File: src/rtl/piece_counter_bcd_if.sv
// Sensor/control inputs and BCD display outputs of the conveyor piece counter.
// The master side drives the sensor and controls; the slave side is the counter.
interface piece_counter_bcd_if;
    logic       iSENSOR;
    logic       iENABLE;
    logic       iCLEAR;
    logic [3:0] oD0;
    logic [3:0] oD1;
    logic [3:0] oD2;
    logic [3:0] oD3;
    logic       oPULSE;
    logic       oBATCH_DONE;

    modport master (
        output iSENSOR, iENABLE, iCLEAR,
        input  oD0, oD1, oD2, oD3, oPULSE, oBATCH_DONE
    );

    modport slave (
        input  iSENSOR, iENABLE, iCLEAR,
        output oD0, oD1, oD2, oD3, oPULSE, oBATCH_DONE
    );
endinterface

File: src/rtl/piece_counter_bcd.sv
// Debounced conveyor piece counter with a four-digit BCD display count that
// saturates at BATCH_SIZE and raises a sticky batch-done flag.
module piece_counter_bcd #(
    parameter int DEBOUNCE_CYCLES = 50000,
    parameter int BATCH_SIZE      = 12
) (
    input logic                iCLK,
    input logic                iRST,
    piece_counter_bcd_if.slave bus
);
    localparam int CW = $clog2(DEBOUNCE_CYCLES + 1);
    localparam logic [CW-1:0] CNT_LAST = CW'(DEBOUNCE_CYCLES - 1);

    function automatic logic [15:0] to_bcd(input int v);
        to_bcd = {4'((v / 1000) % 10), 4'((v / 100) % 10), 4'((v / 10) % 10), 4'(v % 10)};
    endfunction

    function automatic logic [15:0] bcd_inc(input logic [15:0] v);
        logic [15:0] res;
        logic        carry;
        res   = v;
        carry = 1'b1;
        for (int i = 0; i < 4; i++) begin
            if (carry) begin
                if (res[i*4 +: 4] == 4'd9) begin
                    res[i*4 +: 4] = 4'd0;
                end else begin
                    res[i*4 +: 4] = res[i*4 +: 4] + 4'd1;
                    carry         = 1'b0;
                end
            end else begin
                carry = 1'b0;
            end
        end
        bcd_inc = res;
    endfunction

    localparam logic [15:0] BATCH_BCD = to_bcd(BATCH_SIZE);

    logic          s1_q, s2_q;
    logic          filt_q, filt_d;
    logic          filt_dly_q;
    logic [CW-1:0] deb_cnt_q, deb_cnt_d;
    logic [15:0]   count_q, count_d;
    logic          pulse_q, pulse_d;
    logic          done_q, done_d;
    logic          event_s;

    // Two-flop synchroniser for the asynchronous sensor input.
    always_ff @(posedge iCLK or posedge iRST) begin
        if (iRST) begin
            s1_q <= 1'b0;
            s2_q <= 1'b0;
        end else begin
            s1_q <= bus.iSENSOR;
            s2_q <= s1_q;
        end
    end

    // Debounce: filtered level follows s2 only after it has differed long enough.
    always_comb begin
        filt_d    = filt_q;
        deb_cnt_d = '0;
        if (s2_q == filt_q) begin
            deb_cnt_d = '0;
        end else if (deb_cnt_q == CNT_LAST) begin
            filt_d    = s2_q;
            deb_cnt_d = '0;
        end else begin
            deb_cnt_d = deb_cnt_q + {{(CW-1){1'b0}}, 1'b1};
        end
    end

    assign event_s = filt_q & ~filt_dly_q & bus.iENABLE;

    // Count update; clear wins over a coincident event, and a full batch drops events.
    always_comb begin
        count_d = count_q;
        pulse_d = 1'b0;
        done_d  = done_q;
        if (bus.iCLEAR) begin
            count_d = 16'h0000;
            done_d  = 1'b0;
        end else if (event_s && !done_q) begin
            count_d = bcd_inc(count_q);
            pulse_d = 1'b1;
            done_d  = (bcd_inc(count_q) == BATCH_BCD);
        end else begin
            pulse_d = 1'b0;
        end
    end

    // State registers for the filter, edge detector and display count.
    always_ff @(posedge iCLK or posedge iRST) begin
        if (iRST) begin
            filt_q     <= 1'b0;
            filt_dly_q <= 1'b0;
            deb_cnt_q  <= '0;
            count_q    <= 16'h0000;
            pulse_q    <= 1'b0;
            done_q     <= 1'b0;
        end else begin
            filt_q     <= filt_d;
            filt_dly_q <= filt_q;
            deb_cnt_q  <= deb_cnt_d;
            count_q    <= count_d;
            pulse_q    <= pulse_d;
            done_q     <= done_d;
        end
    end

    assign bus.oD0         = count_q[3:0];
    assign bus.oD1         = count_q[7:4];
    assign bus.oD2         = count_q[11:8];
    assign bus.oD3         = count_q[15:12];
    assign bus.oPULSE      = pulse_q;
    assign bus.oBATCH_DONE = done_q;
endmodule
File: src/flat_wrapper.sv
// flat-port wrapper written by rule: the top's interface ports become plain ports
module piece_counter_bcd_flat 
#(
    parameter int DEBOUNCE_CYCLES = 50000,
    parameter int BATCH_SIZE      = 12
)
  (iCLK, iRST, bus_iSENSOR, bus_iENABLE, bus_iCLEAR, bus_oD0, bus_oD1, bus_oD2, bus_oD3, bus_oPULSE, bus_oBATCH_DONE);
  piece_counter_bcd_if bus_i ();
  input logic iCLK;
  input logic iRST;
  input wire logic [$bits(bus_i.iSENSOR)-1:0] bus_iSENSOR;
  input wire logic [$bits(bus_i.iENABLE)-1:0] bus_iENABLE;
  input wire logic [$bits(bus_i.iCLEAR)-1:0] bus_iCLEAR;
  output wire logic [$bits(bus_i.oD0)-1:0] bus_oD0;
  output wire logic [$bits(bus_i.oD1)-1:0] bus_oD1;
  output wire logic [$bits(bus_i.oD2)-1:0] bus_oD2;
  output wire logic [$bits(bus_i.oD3)-1:0] bus_oD3;
  output wire logic [$bits(bus_i.oPULSE)-1:0] bus_oPULSE;
  output wire logic [$bits(bus_i.oBATCH_DONE)-1:0] bus_oBATCH_DONE;
  assign bus_i.iSENSOR = bus_iSENSOR;
  assign bus_i.iENABLE = bus_iENABLE;
  assign bus_i.iCLEAR = bus_iCLEAR;
  assign bus_oD0 = bus_i.oD0;
  assign bus_oD1 = bus_i.oD1;
  assign bus_oD2 = bus_i.oD2;
  assign bus_oD3 = bus_i.oD3;
  assign bus_oPULSE = bus_i.oPULSE;
  assign bus_oBATCH_DONE = bus_i.oBATCH_DONE;
  piece_counter_bcd #(.DEBOUNCE_CYCLES(DEBOUNCE_CYCLES), .BATCH_SIZE(BATCH_SIZE)) u_core (.iCLK(iCLK), .iRST(iRST), .bus(bus_i));
endmodule
File: config.mk
export PLATFORM = sky130hd
export DESIGN_NAME = piece_counter_bcd_flat
export DESIGN_NICKNAME = d
export VERILOG_FILES = /design/src/rtl/piece_counter_bcd_if.sv /design/src/rtl/piece_counter_bcd.sv /design/src/flat_wrapper.sv
export SDC_FILE = /design/constraint.sdc
export NUM_CORES = 1
export LEC_CHECK = 0
export ABC_CLOCK_PERIOD_IN_PS = 2400
export CAP_MARGIN = 30
export CELL_PAD_IN_SITES_DETAIL_PLACEMENT = 0
export CELL_PAD_IN_SITES_GLOBAL_PLACEMENT = 2
export CORE_MARGIN = 2
export CORE_UTILIZATION = 35
export CTS_CLUSTER_SIZE = 8
export DETAILED_ROUTE_END_ITERATION = 7
export PLACE_DENSITY = 0.76
export SKIP_LAST_GASP = 1
export SLEW_MARGIN = 0
export SYNTH_ARGS = -nofsm -noshare
export SYNTH_HDL_FRONTEND = slang
export SYNTH_SLANG_ARGS = --single-unit
File: constraint.sdc
create_clock -name iCLK -period 2.4 [get_ports iCLK]
set_input_delay 0.36 -clock iCLK [delete_from_list [all_inputs] [get_ports iCLK]]
set_output_delay 0.36 -clock iCLK [all_outputs]
set_load 0.01 [all_outputs]
==> impl_metrics.xml <==
<?xml version="1.0" encoding="UTF-8"?>
<metrics>
  <group name="outcome">
    <metric name="result_of_the_run" unit="">completed</metric>
  </group>
  <group name="yosys">
    <metric name="dominant_cell_by_count_in_the_synthesized_netlist" unit="">dfrtp_1</metric>
    <metric name="synth.ff_latch_count" unit="">38</metric>
    <metric name="post_synth.cell_area_avg" unit="um^2">9.51</metric>
    <metric name="synth-async-reset-ratio" unit="">1.00</metric>
    <metric name="main_flop_type_after_synthesis" unit="">dfrtp_1</metric>
    <metric name="post_synth_main_area_contributors" unit="">dfrtp_1, nor2_1, xnor2_1</metric>
    <metric name="syn-cell-area" unit="um^2">2060</metric>
    <metric name="post_synth_inst_count" unit="">217</metric>
    <metric name="synth_cell_types" unit="">43</metric>
    <metric name="area_fraction_of_the_dominant_cell_type_after_synthesis" unit="">0.461</metric>
    <metric name="yosysTopAreaCell" unit="">dfrtp_1</metric>
    <metric name="postSynthNetCount" unit="">225</metric>
    <metric name="synth-seq-area-share" unit="">0.461</metric>
    <metric name="synth-edff-count" unit="">0</metric>
    <metric name="synthTopCellsByCount" unit="">dfrtp_1, nor2_1, nand2_1, xnor2_1</metric>
    <metric name="yosysWarnings" unit="">0</metric>
  </group>
  <group name="setup_path">
    <metric name="cp-end-kind" unit="">register</metric>
    <metric name="worst-endpoint-arrival" unit="ns">2.29</metric>
    <metric name="reg2reg_from" unit="">u_core.count_q[0]</metric>
    <metric name="critPathLaunchType" unit="">register</metric>
    <metric name="crit_fanout" unit="">7</metric>
    <metric name="worst-setup-path-type" unit="">register to register</metric>
    <metric name="crit_start" unit="">u_core.count_q[0]</metric>
    <metric name="required" unit="ns">2.63</metric>
  </group>
  <group name="floorplanning">
    <metric name="coreArea" unit="um^2">5610</metric>
    <metric name="start_util" unit="">0.368</metric>
    <metric name="ios" unit="">23</metric>
    <metric name="fp.dieW" unit="um">80.8</metric>
    <metric name="design.die.area" unit="um^2">6530</metric>
    <metric name="placement_rows" unit="">27</metric>
    <metric name="die_y" unit="um">80.8</metric>
  </group>
  <group name="routing">
    <metric name="count_of_vias_placed_by_the_detailed_router" unit="">1622</metric>
    <metric name="drt-wirelength-per-cell" unit="um">14.2</metric>
    <metric name="totalWireLength" unit="um">4450</metric>
    <metric name="detail_route.vias_per_cell" unit="">5.17</metric>
    <metric name="dr.first_iter.drc_count" unit="">88</metric>
    <metric name="detail_route.first_pass.iterations" unit="">4</metric>
    <metric name="detail-route-antenna-nets" unit="">0</metric>
    <metric name="drc" unit="">0</metric>
  </group>
  <group name="global_routing">
    <metric name="use_met3" unit="">0.0422</metric>
    <metric name="global_route.usage.total" unit="">0.151</metric>
    <metric name="grt_pass1_wl" unit="um">7330</metric>
    <metric name="grt_pass1_vias" unit="">1456</metric>
    <metric name="grt_busiest_layer" unit="">met1</metric>
    <metric name="grt_max_degree" unit="">39</metric>
    <metric name="antenna_found_initial" unit="">0</metric>
    <metric name="grtUsageMet1" unit="">0.229</metric>
    <metric name="global_route.overflow_total" unit="">0</metric>
    <metric name="groute.layer.met2.usage" unit="">0.205</metric>
  </group>
  <group name="sta">
    <metric name="timing.final.setup_violations" unit="">0</metric>
    <metric name="final_period_minus_worst_setup_slack" unit="ns">2.06</metric>
    <metric name="finalSetupTns" unit="ns">0</metric>
    <metric name="clock_skew" unit="ns">0.00399</metric>
    <metric name="worst_slew_pin_slew" unit="ns">0.716</metric>
    <metric name="unrepaired_setup_endpoints_after_global_routing" unit="">no</metric>
    <metric name="fmaxAchievable" unit="MHz">485</metric>
    <metric name="fin_hold_ws" unit="ns">0.352</metric>
    <metric name="maxSlewHeadroom" unit="">0.518</metric>
    <metric name="min_period_over_period" unit="">0.859</metric>
    <metric name="finalHoldViolCount" unit="">0</metric>
    <metric name="finalMaxSlewViolations" unit="">0</metric>
  </group>
  <group name="layout">
    <metric name="postLayoutCellArea" unit="um^2">2470</metric>
    <metric name="num-fill-cells" unit="">572</metric>
    <metric name="n_antenna_cell" unit="">0</metric>
    <metric name="layout.nets" unit="">249</metric>
    <metric name="post_route_cells_drive_above_1_share" unit="">0.0826</metric>
    <metric name="areaGrowthSynthToFinish" unit="%">19.7</metric>
  </group>
  <group name="cts">
    <metric name="cts_repair_resized_insts" unit="">0</metric>
    <metric name="clock-sinks" unit="">38</metric>
    <metric name="worst_skew_pair.late_latency" unit="ns">0.29</metric>
    <metric name="clock_tree.root_cell" unit="">clkbuf_8</metric>
    <metric name="post_cts_hold_buffer_count" unit="">0</metric>
    <metric name="cts-htree-levels" unit="">2</metric>
    <metric name="cts.repair_timing.setup_buffer_count" unit="">0</metric>
    <metric name="clk_pin_slew" unit="ns">0.08</metric>
    <metric name="cts_buffer_depth" unit="">2</metric>
    <metric name="cts_buffers" unit="">5</metric>
    <metric name="tritoncts" unit="">yes</metric>
  </group>
  <group name="hold_path">
    <metric name="min_path_type" unit="">register to register</metric>
    <metric name="min-delay-start" unit="">u_core.s1_q</metric>
  </group>
  <group name="power_and_ir_drop">
    <metric name="overall_power_after_layout" unit="mW">1.37</metric>
    <metric name="pwr_density_cell" unit="nW/um^2">554</metric>
    <metric name="vdd_drop_max" unit="mV">0.316</metric>
    <metric name="power.leakage" unit="nW">1.01</metric>
  </group>
  <group name="place">
    <metric name="post_dp_cell_area" unit="um^2">2330</metric>
    <metric name="gp_routability_congestion" unit="">0.719</metric>
    <metric name="hpwl" unit="um">3030</metric>
    <metric name="placement.io_buffers" unit="">22</metric>
  </group>
  <group name="job">
    <metric name="cap_viol_max_count" unit="">0</metric>
  </group>
</metrics>
## final cells by class
class	instances	area, um^2	share of cell area
Clock inverter	2	60.1	0.0243
Inverter	6	22.5	0.00912
Sequential cell	38	951	0.385
Tap cell	72	90.1	0.0365
Timing Repair Buffer	26	250	0.101
Multi-Input combinational cell	164	1010	0.410
Clock buffer	6	82.6	0.0334
## per-layer routing
metal	wire length [um]	vias up
met5	0	-
met4	45	0
met3	177	4
met2	1780	28
met1	2450	782
li1	-	808
## path summary, 6_finish.rpt
path / cells after the start / end / slack (ns)
worst min-delay path: 0 / u_core.s2_q / 0.35
min in group asynchronous: 3 / u_core.s1_q / 0.48
max in group asynchronous: 3 / u_core.deb_cnt_q[2] / 1.56
worst max-delay path: 6 / u_core.bus.oBATCH_DONE / 0.34
worst max register to register: 6 / u_core.bus.oBATCH_DONE / 0.34
worst min register to register: 0 / u_core.s2_q / 0.35
## critical path, stage by stage (launching register included)
cell,delay (ns)
dfrtp_1,0.47
ha_1,0.27
and4b_2,0.29
or3_1,0.31
a211oi_1,0.31
a2bb2oi_1,0.19
a32o_1,0.16
## stage by stage
stage	util	setup slack, ns	instances
CTS	0.440	0.348	314
finish	0.440	0.339	314
global route	0.440	0.230	314
floorplan	-	0.527	217
detailed placement	0.415	0.288	306
global placement	0.415	0.355	306
## report_power, final
part	switching (mW)	leakage, nW	total [mW]	internal, mW
clock network	0.236	0.0714	0.680	0.443
registers	0.00463	0.524	0.650	0.645
logic	0.0263	0.420	0.0391	0.0128
total	0.267	1.01	1.37	1.10
## layout by cell type, fill, tap and decap left out, types with 3 or more instances in the layout
master and n:
buf_4 4, clkbuf_8 6, nand3_1 12, o21ai_0 8, and3_1 4, xor2_1 11, xnor2_1 13, dfrtp_1 38
a21oi_1 9, nor2_1 36, nand2_1 16, inv_1 6, clkdlybuf4s50_1 22, nor3_1 12, ha_1 3, nand4_1 5
## logic make-up (layout without fill, tap and decap cells)
logic type               after synthesis  count (layout)  share of synthesized area
multiplexers                           1               1                    0.00546
adder cells (fa/ha/maj)                3               3                     0.0182
buffers and inverters                 15              40                     0.0479
AO/OA/AOI/OAI                         28              28                     0.0837
flip-flops                            38              38                      0.461
XOR/XNOR                              24              24                      0.102
AND/OR/NAND/NOR                      108             108                      0.282
## registers in the layout (all words and copies together) (netlist names)
register and count:
u_core.bus.oBATCH_DONE 1, u_core.bus.oPULSE 1, u_core.filt_q 1, u_core.s1_q 1, u_core.count_q 16, u_core.s2_q 1, u_core.filt_dly_q 1, u_core.deb_cnt_q 16
(Power assumes the default switching activity.)
